[src/rtl/sensor_alarm_pkg.sv]
// Shared types and constants for the multi-channel sensor alarm controller.
package sensor_alarm_pkg;

    localparam logic [1:0] S_IDLE  = 2'd0;
    localparam logic [1:0] S_DEB   = 2'd1;
    localparam logic [1:0] S_ALARM = 2'd2;

    typedef enum logic [1:0] {
        IDLE  = S_IDLE,
        DEB   = S_DEB,
        ALARM = S_ALARM
    } chan_state_e;

    localparam int                EVT_W   = 8;
    localparam logic [EVT_W-1:0]  EVT_MAX = '1;

    function automatic int id_width(input int n);
        return (n > 1) ? $clog2(n) : 1;
    endfunction

endpackage

[src/rtl/sensor_alarm_ctrl_if.sv]
// Sensor/buzzer bundle between the pin-level wrapper (master) and the alarm controller (slave).
interface sensor_alarm_ctrl_if #(parameter int N_CH = 8);
    import sensor_alarm_pkg::*;

    localparam int ID_W = id_width(N_CH);

    logic              ena;
    logic [N_CH-1:0]   sensor;
    logic [N_CH-1:0]   ack;
    logic              latch_en;
    logic              mute;
    logic [N_CH-1:0]   buzz;
    logic [N_CH-1:0]   alarm;
    logic              alarm_any;
    logic [ID_W-1:0]   alarm_id;
    logic [EVT_W-1:0]  event_cnt;

    modport master (
        output ena, sensor, ack, latch_en, mute,
        input  buzz, alarm, alarm_any, alarm_id, event_cnt
    );

    modport slave (
        input  ena, sensor, ack, latch_en, mute,
        output buzz, alarm, alarm_any, alarm_id, event_cnt
    );

endinterface

[src/rtl/sensor_chan_fsm.sv]
// One alarm channel: debounce counter plus IDLE/DEB/ALARM state with optional latching.
module sensor_chan_fsm
    import sensor_alarm_pkg::*;
#(
    parameter int DEBOUNCE = 3
) (
    input  logic clk,
    input  logic rst,
    input  logic ena_i,
    input  logic sensor_i,
    input  logic ack_i,
    input  logic latch_en_i,
    output logic alarm_o,
    output logic entry_o
);

    localparam int CNT_W = (DEBOUNCE > 1) ? $clog2(DEBOUNCE + 1) : 1;

    logic [1:0]       state_q, state_d;
    logic [CNT_W-1:0] cnt_q, cnt_d;
    logic             entry_d;

    always_comb begin
        // NOTE: every output of this block gets a default first, so no path leaves a latch behind.
        state_d = state_q;
        cnt_d   = cnt_q;
        entry_d = 1'b0;
        case (state_q)
            S_IDLE: begin
                if (sensor_i) begin
                    if (DEBOUNCE == 1) begin
                        state_d = S_ALARM;
                        entry_d = 1'b1;
                    end else begin
                        state_d = S_DEB;
                        cnt_d   = CNT_W'(1);
                    end
                end
            end
            S_DEB: begin
                if (!sensor_i) begin
                    state_d = S_IDLE;
                    cnt_d   = '0;
                end else if (cnt_q + CNT_W'(1) == CNT_W'(DEBOUNCE)) begin
                    state_d = S_ALARM;
                    cnt_d   = '0;
                    entry_d = 1'b1;
                end else begin
                    cnt_d = cnt_q + CNT_W'(1);
                end
            end
            S_ALARM: begin
                // A latched alarm only clears once the cause is gone and the operator acknowledges.
                if (!sensor_i && (!latch_en_i || ack_i)) begin
                    state_d = S_IDLE;
                end
            end
            default: begin
                state_d = S_IDLE;
                cnt_d   = '0;
            end
        endcase
    end

    // NOTE: state registers use non-blocking assignments so every flop samples pre-edge values.
    always_ff @(posedge clk or posedge rst) begin
        if (rst) begin
            state_q <= S_IDLE;
            cnt_q   <= '0;
        end else if (ena_i) begin
            state_q <= state_d;
            cnt_q   <= cnt_d;
        end
    end

    assign alarm_o = (state_q == S_ALARM);
    assign entry_o = entry_d & ena_i;

endmodule

[src/rtl/sensor_alarm_ctrl.sv]
// Multi-channel alarm controller: per-channel FSMs, shared beep tone, priority id, event counter.
module sensor_alarm_ctrl
    import sensor_alarm_pkg::*;
#(
    parameter int N_CH      = 8,
    parameter int DEBOUNCE  = 3,
    parameter int BEEP_HALF = 4
) (
    input  logic              clk,
    input  logic              rst,
    sensor_alarm_ctrl_if.slave bus_if
);

    localparam int ID_W   = id_width(N_CH);
    localparam int TONE_W = (BEEP_HALF > 1) ? $clog2(BEEP_HALF) : 1;
    localparam int SUM_W  = EVT_W + 1;

    logic [N_CH-1:0]   alarm_w;
    logic [N_CH-1:0]   entry_w;
    logic              alarm_any_w;
    logic [ID_W-1:0]   alarm_id_w;
    logic [TONE_W-1:0] tone_cnt_q, tone_cnt_d;
    logic              tone_q, tone_d;
    logic [EVT_W-1:0]  event_cnt_q, event_cnt_d;
    logic [SUM_W-1:0]  evt_sum;

    for (genvar g = 0; g < N_CH; g++) begin : g_chan
        sensor_chan_fsm #(.DEBOUNCE(DEBOUNCE)) u_chan (
            .clk        (clk),
            .rst        (rst),
            .ena_i      (bus_if.ena),
            .sensor_i   (bus_if.sensor[g]),
            .ack_i      (bus_if.ack[g]),
            .latch_en_i (bus_if.latch_en),
            .alarm_o    (alarm_w[g]),
            .entry_o    (entry_w[g])
        );
    end

    assign alarm_any_w = |alarm_w;

    // Tone phase restarts only when the whole controller is quiet, so joining channels share it.
    always_comb begin
        tone_cnt_d = tone_cnt_q;
        tone_d     = tone_q;
        if (!alarm_any_w) begin
            tone_cnt_d = '0;
            tone_d     = 1'b1;
        end else if (tone_cnt_q == TONE_W'(BEEP_HALF - 1)) begin
            tone_cnt_d = '0;
            tone_d     = ~tone_q;
        end else begin
            tone_cnt_d = tone_cnt_q + TONE_W'(1);
        end
    end

    always_comb begin
        // NOTE: blocking assignments here build the running sum in sequence within one evaluation.
        evt_sum = SUM_W'(event_cnt_q);
        for (int i = 0; i < N_CH; i++) begin
            evt_sum = evt_sum + SUM_W'(entry_w[i]);
        end
        event_cnt_d = (evt_sum > SUM_W'(EVT_MAX)) ? EVT_MAX : evt_sum[EVT_W-1:0];
    end

    always_comb begin
        alarm_id_w = '0;
        for (int i = N_CH - 1; i >= 0; i--) begin
            if (alarm_w[i]) alarm_id_w = ID_W'(i);
        end
    end

    always_ff @(posedge clk or posedge rst) begin
        if (rst) begin
            tone_cnt_q  <= '0;
            tone_q      <= 1'b0;
            event_cnt_q <= '0;
        end else if (bus_if.ena) begin
            tone_cnt_q  <= tone_cnt_d;
            tone_q      <= tone_d;
            event_cnt_q <= event_cnt_d;
        end
    end

    assign bus_if.alarm     = alarm_w;
    assign bus_if.alarm_any = alarm_any_w;
    assign bus_if.alarm_id  = alarm_id_w;
    assign bus_if.event_cnt = event_cnt_q;
    assign bus_if.buzz      = alarm_w & {N_CH{tone_q & ~bus_if.mute}};

endmodule

[src/flat_wrapper.sv]
// flat-port wrapper written by rule: the top's interface ports become plain ports
module sensor_alarm_ctrl_flat import sensor_alarm_pkg::*;
#(
    parameter int N_CH      = 8,
    parameter int DEBOUNCE  = 3,
    parameter int BEEP_HALF = 4
)
  (clk, rst, bus_if_ena, bus_if_sensor, bus_if_ack, bus_if_latch_en, bus_if_mute, bus_if_buzz, bus_if_alarm, bus_if_alarm_any, bus_if_alarm_id, bus_if_event_cnt);
  sensor_alarm_ctrl_if #(.N_CH(N_CH)) bus_if_i ();
  input  logic clk;
  input  logic rst;
  input wire logic [$bits(bus_if_i.ena)-1:0] bus_if_ena;
  input wire logic [$bits(bus_if_i.sensor)-1:0] bus_if_sensor;
  input wire logic [$bits(bus_if_i.ack)-1:0] bus_if_ack;
  input wire logic [$bits(bus_if_i.latch_en)-1:0] bus_if_latch_en;
  input wire logic [$bits(bus_if_i.mute)-1:0] bus_if_mute;
  output wire logic [$bits(bus_if_i.buzz)-1:0] bus_if_buzz;
  output wire logic [$bits(bus_if_i.alarm)-1:0] bus_if_alarm;
  output wire logic [$bits(bus_if_i.alarm_any)-1:0] bus_if_alarm_any;
  output wire logic [$bits(bus_if_i.alarm_id)-1:0] bus_if_alarm_id;
  output wire logic [$bits(bus_if_i.event_cnt)-1:0] bus_if_event_cnt;
  assign bus_if_i.ena = bus_if_ena;
  assign bus_if_i.sensor = bus_if_sensor;
  assign bus_if_i.ack = bus_if_ack;
  assign bus_if_i.latch_en = bus_if_latch_en;
  assign bus_if_i.mute = bus_if_mute;
  assign bus_if_buzz = bus_if_i.buzz;
  assign bus_if_alarm = bus_if_i.alarm;
  assign bus_if_alarm_any = bus_if_i.alarm_any;
  assign bus_if_alarm_id = bus_if_i.alarm_id;
  assign bus_if_event_cnt = bus_if_i.event_cnt;
  sensor_alarm_ctrl #(.N_CH(N_CH), .DEBOUNCE(DEBOUNCE), .BEEP_HALF(BEEP_HALF)) u_core (.clk(clk), .rst(rst), .bus_if(bus_if_i));
endmodule
[config.mk]
export PLATFORM = sky130hd
export DESIGN_NAME = sensor_alarm_ctrl_flat
export DESIGN_NICKNAME = d
export VERILOG_FILES = /design/src/rtl/sensor_alarm_pkg.sv /design/src/rtl/sensor_alarm_ctrl_if.sv /design/src/rtl/sensor_chan_fsm.sv /design/src/rtl/sensor_alarm_ctrl.sv /design/src/flat_wrapper.sv
export SDC_FILE = /design/constraint.sdc
export NUM_CORES = 1
export LEC_CHECK = 0
export CAP_MARGIN = 20
export CELL_PAD_IN_SITES_DETAIL_PLACEMENT = 0
export CELL_PAD_IN_SITES_GLOBAL_PLACEMENT = 1
export CORE_AREA = 2 2 125 96
export CTS_CLUSTER_DIAMETER = 200
export DETAILED_ROUTE_END_ITERATION = 16
export DIE_AREA = 0 0 127 98
export PLACE_DENSITY_LB_ADDON = 0.1
export SYNTH_ARGS = -nofsm -noshare
export SYNTH_HDL_FRONTEND = slang
export SYNTH_HIERARCHICAL = 1
export SYNTH_SLANG_ARGS = --single-unit
export TNS_END_PERCENT = 100
[constraint.sdc]
create_clock -name clk -period 5.1 [get_ports clk]
set_input_delay 0.765 -clock clk [delete_from_list [all_inputs] [get_ports clk]]
set_output_delay 0.765 -clock clk [all_outputs]
set_load 0.1 [all_outputs]
==> impl_metrics.env, run 1 <==
export IMPL_ff2ff_path_depth=13
export IMPL_drv_cap=0
export IMPL_critPathMaxStageDelay_ns=0.51
export IMPL_vias=2327
export IMPL_ys_warn_count=6
export IMPL_ant_nets=0
export IMPL_critPathLaunchType="input pin"
export IMPL_synth_xor_area_frac=0.00318
export IMPL_die_area_um2=12400
export IMPL_cellInternalPower_mw=0.784
export IMPL_tns_ns=0
export IMPL_vdd_drop_max_uv=97.5
export IMPL_num_antenna_cells=0
export IMPL_synth_compound_area_frac=0.226
export IMPL_fin_crit_sh=0.916
export IMPL_grt_pass1_wl_mm=12.2
export IMPL_syn2layout_area_growth_pct=29.5
export IMPL_grt_max_degree=28
export IMPL_clockBufferDepth=2
export IMPL_clock_skew_ns=0.00668
export IMPL_syn_avg_cell_area_um2=8.94
export IMPL_synth_area_um2=2750
export IMPL_path_buf_inv=2
export IMPL_first_iter_violations=99
export IMPL_start_util=0.243
export IMPL_port_buffers=48
export IMPL_worstPathRequired_ns=5.32
export IMPL_p_per_area_nw_per_um2=362
export IMPL_htreeDepth=2
export IMPL_drt_vias_per_instance=4.57
export IMPL_clock_latency_ns=0.29
export IMPL_crit_top_cell="fa_1"
export IMPL_fp_coreArea_um2=11300
export IMPL_final_cell_mix="43 x dfrtp_1, 39 x clkdlybuf4s50_1, 33 x inv_1"
export IMPL_gp_congestion=0.713
export IMPL_grt_overflow=0
export IMPL_dp_cells=502
export IMPL_power_leakage_nw=1.52
export IMPL_hold_class="reg -> reg"
export IMPL_ys_types=38
export IMPL_track_usage=0.124
export IMPL_numClockSinks=43
export IMPL_dp_hpwl_mm=5.56
export IMPL_clkPwrFrac=0.281
export IMPL_swShare=0.393
export IMPL_status="finished, final reports clean"
export IMPL_path_cells="clkdlybuf4s50_1 > nor2b_2 > nand3_1 > nor2_1 > fa_1 > inv_1 > fa_1 > fa_1 > fa_1 > fa_1 > nand2b_1 > a211o_1 > o211ai_1 > o31a_1"
export IMPL_crit_fanout=4
export IMPL_cts_setup_buffers=0
export IMPL_finalSetupViolCount=0
export IMPL_drv_slew=0
export IMPL_io_pins=49
export IMPL_whs_endpoint="u_core/tone_cnt_q[1]"
export IMPL_seqPwrFrac=0.361
export IMPL_cts_resized=0
export IMPL_worstMarginPinSlew_ns=0.971
export IMPL_grt_pass1_vias=2344
export IMPL_r2r_end="u_core/bus_if.event_cnt[5]"
export IMPL_hold_path_depth=1
export IMPL_synth_nets=341
export IMPL_relSlewSlack=0.350
export IMPL_r2r_slack_ns=1.04
export IMPL_clk_pin_slew_ns=0.06
export IMPL_synth_top_cell_by_area="dfrtp_1"
export IMPL_cts_tree="yes"
export IMPL_synthSimpleGateAreaFrac=0.243
export IMPL_seq_area_frac_synth=0.391
export IMPL_antenna_found_initial=0
export IMPL_hold_slack_ns=0.503
export IMPL_place_ws_ns=0.158
export IMPL_synth_fa_ha_area_frac=0.0682
export IMPL_min_from="u_core/tone_cnt_q[1]"
export IMPL_fin_cells=509
export IMPL_synth_mux_area_frac=0.00909
export IMPL_fp_dieW_um=127
export IMPL_fmax_mhz=214
export IMPL_yosys_area_top_type_share=0.391
export IMPL_setup_worst_path_end_class="register"
export IMPL_cts_buffers=5
export IMPL_post_route_drc_count=0
export IMPL_drive_above_1_share=0.134
export IMPL_cp_top_family="adder cells"
export IMPL_rsz0062_at_grt="false"
export IMPL_nNetsFinal=398
export IMPL_worstPathArrival_ns=4.89
export IMPL_row_count=34
export IMPL_fillers=1204
export IMPL_worstSetupPathType="in -> reg"
export IMPL_first_pass_iters=4
export IMPL_synthCells=308
export IMPL_finalHoldViolCount=0
export IMPL_wl_mm=7.32
export IMPL_fin_ws_ns=0.429
export IMPL_p_switching_mw=0.508
export IMPL_hold_buffers=0
export IMPL_total_power_mw=1.29
export IMPL_cts_root_buffer="clkbuf_16"
export IMPL_layout_commonest_cell="dfrtp_1"
export IMPL_synth_top_family_by_area="simple AND/OR/NAND/NOR gates"
export IMPL_combinationalPowerShare=0.358
export IMPL_r2r_start="u_core/g_chan[0].u_chan/state_q[1]"
export IMPL_critPathSlowestCell="clkdlybuf4s50_1"
export IMPL_yosys_top_cells_area="dfrtp_1 39%, nor2b_1 5.0%, o311ai_2 4.7%, inv_1 4.5%, a21oi_1 4.2%"
export IMPL_routedWlPerCell_um=14.4
export IMPL_period_minus_slack_ns=4.67
export IMPL_ys_seq_elements=43
export IMPL_die_h_um=98
-- power by group through the flow --
stage	registers (mW)	clock network, mW	logic, mW
floorplan	0.571	0	0.236
global placement	0.473	0	0.463
detailed placement	0.473	0	0.467
CTS	0.467	0.372	0.468
global route	0.478	0.386	0.504
finish	0.466	0.362	0.463
-- registers in the layout, indices dropped and copies added, names as in the netlist --
name and flops:
u_core/g_chan.u_chan/cnt_q 16, u_core/g_chan.u_chan/state_q 16, u_core/bus_if.event_cnt 8, u_core/tone_cnt_q 2, u_core/tone_q 1
-- worst reg2reg max path: cells and delay by family, from the launching register on --
family          cells  cell delay [ns]
simple gates        4             0.72
buf+inv             1             0.09
fa+ha+maj           5             2.17
flops               1             0.41
compound gates      3             0.59
-- metal layers --
layer | vias to the layer above | global-route usage | part of all wire
li1 | 1179 | - | -
met1 | 1108 | 0.184 | 0.53
met2 | 33 | 0.184 | 0.43
met3 | 7 | 0.0258 | 0.035
met4 | 0 | 0.0330 | 0.0089
met5 | - | 0 | 0
-- worst max-delay path by stage --
stage,from,to,slack (ns),cells after the start
after floorplan,u_core/g_chan[6].u_chan/state_q[0],bus_if_alarm_id[1],0.01,5
after global placement,bus_if_sensor[0],u_core/bus_if.event_cnt[5],0.24,14
after detailed placement,bus_if_sensor[0],u_core/bus_if.event_cnt[5],0.16,14
after CTS,bus_if_sensor[0],u_core/bus_if.event_cnt[5],0.41,14
after global routing,bus_if_sensor[0],u_core/bus_if.event_cnt[6],0.25,15
final,bus_if_sensor[0],u_core/bus_if.event_cnt[5],0.43,14
-- cell families (layout without fill, tap and decap cells) --
logic type / after synthesis / after routing
adder cells (fa/ha/maj): 12 / 12
AO/OA/AOI/OAI: 88 / 88
buffers and inverters: 43 / 100
XOR/XNOR: 1 / 1
multiplexers: 2 / 2
flip-flops: 43 / 43
AND/OR/NAND/NOR: 119 / 119
-- per-stage QoR --
stage                     utilization  instance area [um^2]
after floorplan                     -                  2750
after global placement          0.301                  3410
after detailed placement        0.301                  3410
after CTS                       0.315                  3570
after global routing            0.315                  3570
final                           0.315                  3570
-- cell usage after synthesis --
cell / instances
dfrtp_1: 43
and3_1: 2
o31a_1: 1
nand2_1: 26
and2_2: 1
nand4_1: 2
mux2_4: 1
nor3_1: 3
nand3_1: 10
inv_2: 8
fa_1: 5
o311ai_2: 8
or4_4: 2
nor3_2: 1
ha_1: 7
o2bb2ai_1: 9
nor2b_2: 8
buf_4: 1
a21oi_1: 23
and4_1: 1
o211ai_1: 10
a211o_1: 2
o21ai_0: 9
clkbuf_1: 1
nor2_1: 15
o21ai_1: 16
inv_1: 33
xor2_1: 1
o21a_1: 2
nor2_4: 1
nor2b_1: 22
nand2b_1: 18
o21bai_1: 1
and2_1: 7
mux2i_1: 1
a31oi_1: 5
a41oi_1: 1
o22a_1: 1
-- layout make-up --
type                            instances  area [um^2]  area share
Clock inverter                          1         30.0     0.00842
Timing Repair Buffer                   52          485       0.136
Tap cell                              144          180      0.0505
Clock buffer                            6          129      0.0361
Multi-Input combinational cell        222         1510       0.424
Sequential cell                        43         1080       0.302
Inverter                               41          154      0.0432
(Power assumes the default switching activity.)
==> run 2, diff against run 1 <==
- CORE_AREA: 2 2 125 96 -> 2 2 89 134
- DIE_AREA: 0 0 127 98 -> 0 0 91 136
- RECOVER_POWER: unset -> 100
- SLEW_MARGIN: unset -> 20
==> run 2 against run 1 <==
Effect of this change: final cell count up 1.4%; sequential share of layout area up 0.36 points; sequential power up 0.9%; non-clock buffer count unchanged; clock skew down 0.0025 ns.
==> impl_metrics.env, run 2 (synthesis results as in run 1) <==
export IMPL_status="finished, final reports clean"
export IMPL_clk_pin_slew_ns=0.06
export IMPL_final_cell_mix="43 x dfrtp_1, 35 x dlygate4sd3_1, 33 x inv_1"
export IMPL_cts_setup_buffers=0
export IMPL_power_leakage_nw=1.56
export IMPL_worstPathArrival_ns=4.90
export IMPL_p_per_area_nw_per_um2=350
export IMPL_die_area_um2=12400
export IMPL_startpoint="bus_if_sensor[2]"
export IMPL_num_antenna_cells=0
export IMPL_crit_top_cell="fa_1"
export IMPL_antenna_found_initial=0
export IMPL_dp_hpwl_mm=5.74
export IMPL_start_util=0.244
export IMPL_ff2ff_path_depth=13
export IMPL_drt_vias_per_instance=4.64
export IMPL_first_pass_iters=4
export IMPL_relSlewSlack=0.327
export IMPL_fin_crit_sh=0.916
export IMPL_numClockSinks=43
export IMPL_htreeDepth=2
export IMPL_worstSetupPathType="in -> reg"
export IMPL_cts_root_buffer="clkbuf_16"
export IMPL_row_count=48
export IMPL_post_route_drc_count=0
export IMPL_grt_pass1_vias=2300
export IMPL_critPathSlowestCell="dlygate4sd3_1"
export IMPL_rsz0062_at_grt="false"
export IMPL_r2r_slack_ns=1.06
export IMPL_nNetsFinal=398
export IMPL_crit_fanout=4
export IMPL_hold_class="reg -> reg"
export IMPL_fp_dieW_um=91
export IMPL_syn2layout_area_growth_pct=28.0
export IMPL_port_buffers=48
export IMPL_routedWlPerCell_um=14.5
export IMPL_drv_slew=0
export IMPL_drive_above_1_share=0.0765
export IMPL_path_buf_inv=2
export IMPL_critPathLaunchType="input pin"
export IMPL_gp_congestion=0.714
export IMPL_fillers=1268
export IMPL_r2r_end="u_core/bus_if.event_cnt[5]"
export IMPL_vias=2392
export IMPL_period_minus_slack_ns=4.67
export IMPL_tns_ns=0
export IMPL_fp_coreArea_um2=11300
export IMPL_grt_max_degree=36
export IMPL_grt_pass1_wl_mm=12.3
export IMPL_finalSetupViolCount=0
export IMPL_grt_overflow=0
export IMPL_vdd_drop_max_uv=312
export IMPL_fmax_mhz=214
export IMPL_io_pins=49
export IMPL_clockBufferDepth=2
export IMPL_track_usage=0.127
export IMPL_drv_cap=0
export IMPL_dpl_instance_area_um2=3430
export IMPL_cp_num_cells=14
export IMPL_cts_buffers=5
export IMPL_cts_tree="yes"
export IMPL_path_cells="dlygate4sd3_1 > nor2b_1 > nand3_1 > nor2_1 > fa_1 > inv_1 > fa_1 > fa_1 > fa_1 > fa_1 > nand2b_1 > a211o_1 > o211ai_1 > o31a_1"
export IMPL_worstPathRequired_ns=5.33
export IMPL_clock_latency_ns=0.29
export IMPL_ant_nets=0
export IMPL_setup_worst_path_end_class="register"
export IMPL_hold_path_depth=1
export IMPL_cts_resized=0
export IMPL_critPathMaxStageDelay_ns=0.56
export IMPL_wl_mm=7.47
export IMPL_worstMarginPinSlew_ns=1.01
export IMPL_finalHoldViolCount=0
export IMPL_endpoint="u_core/bus_if.event_cnt[5]"
export IMPL_r2r_start="u_core/g_chan[0].u_chan/state_q[1]"
export IMPL_hold_buffers=0
export IMPL_layout_commonest_cell="dfrtp_1"
export IMPL_final_cell_area_um2=3520
export IMPL_first_iter_violations=125
export IMPL_clock_skew_ns=0.00420
export IMPL_die_h_um=136
export IMPL_cp_top_family="adder cells"
[run 2: changes by cell type in the layout (fill, tap and decap cells not counted), sizes merged]
cell / previous run / this run
clkbuf: 6 / 9
clkinv: 0 / 1
dlygate4sd3: 0 / 35
clkdlybuf4s50: 39 / 12
buf: 13 / 3
bufinv: 1 / 0
[run 2: through the flow]
stage	instances	util	worst slack [ns]	total power, mW	hold slack, ns
finish	516	0.312	0.429	1.23	0.503
global route	516	0.312	0.170	1.32	0.516
CTS	516	0.316	0.507	1.27	0.503
detailed placement	508	0.304	0.238	0.944	0.489
global placement	508	0.304	0.282	0.942	0.479
floorplan	308	-	0.0128	0.807	0.460
[run 2: area by class of cell]
type / instances / area (um^2) / share of cell area
multi-input cells: 222 / 1470 / 0.417
flip-flops and latches: 43 / 1080 / 0.305
repair buffers: 52 / 500 / 0.142
well taps: 150 / 188 / 0.0533
inverters: 41 / 154 / 0.0437
clock buffers: 7 / 133 / 0.0376
clock inverters: 1 / 5.00 / 0.00142
[run 2: power breakdown]
group          internal (mW)  leakage [nW]  total [mW]  switching, mW
sequential             0.402         0.535       0.470         0.0670
combinational          0.140         0.958       0.446          0.306
clock                  0.181        0.0679       0.317          0.135
[run 2: routing by layer]
layer  up-vias  share of wire  track usage
met2        52           0.51        0.223
met5         -              0            0
met3         6          0.035       0.0211
met4         0          0.015       0.0455
met1      1153           0.44        0.158
li1       1181              -            -
[run 2: worst min-delay path by stage]
stage                    startpoint              endpoint  slack, ns
2_1_floorplan  u_core/tone_cnt_q[1]  u_core/tone_cnt_q[1]       0.46
3_3_place_gp   u_core/tone_cnt_q[1]  u_core/tone_cnt_q[1]       0.48
3_5_place_dp   u_core/tone_cnt_q[1]  u_core/tone_cnt_q[1]       0.49
4_1_cts        u_core/tone_cnt_q[1]  u_core/tone_cnt_q[1]       0.50
5_1_grt        u_core/tone_cnt_q[1]  u_core/tone_cnt_q[1]       0.52
6_report       u_core/tone_cnt_q[1]  u_core/tone_cnt_q[1]       0.50
[run 2: worst reg2reg max path, cell delays in order, from the launching register on]
cell and delay, ns:
dfrtp_1 0.39, nor2b_1 0.27, nand3_1 0.16, nor2_1 0.19, fa_1 0.45, inv_1 0.08, fa_1 0.42, fa_1 0.46
fa_1 0.42, fa_1 0.41, nand2b_1 0.17, a211o_1 0.31, o211ai_1 0.10, o31a_1 0.15
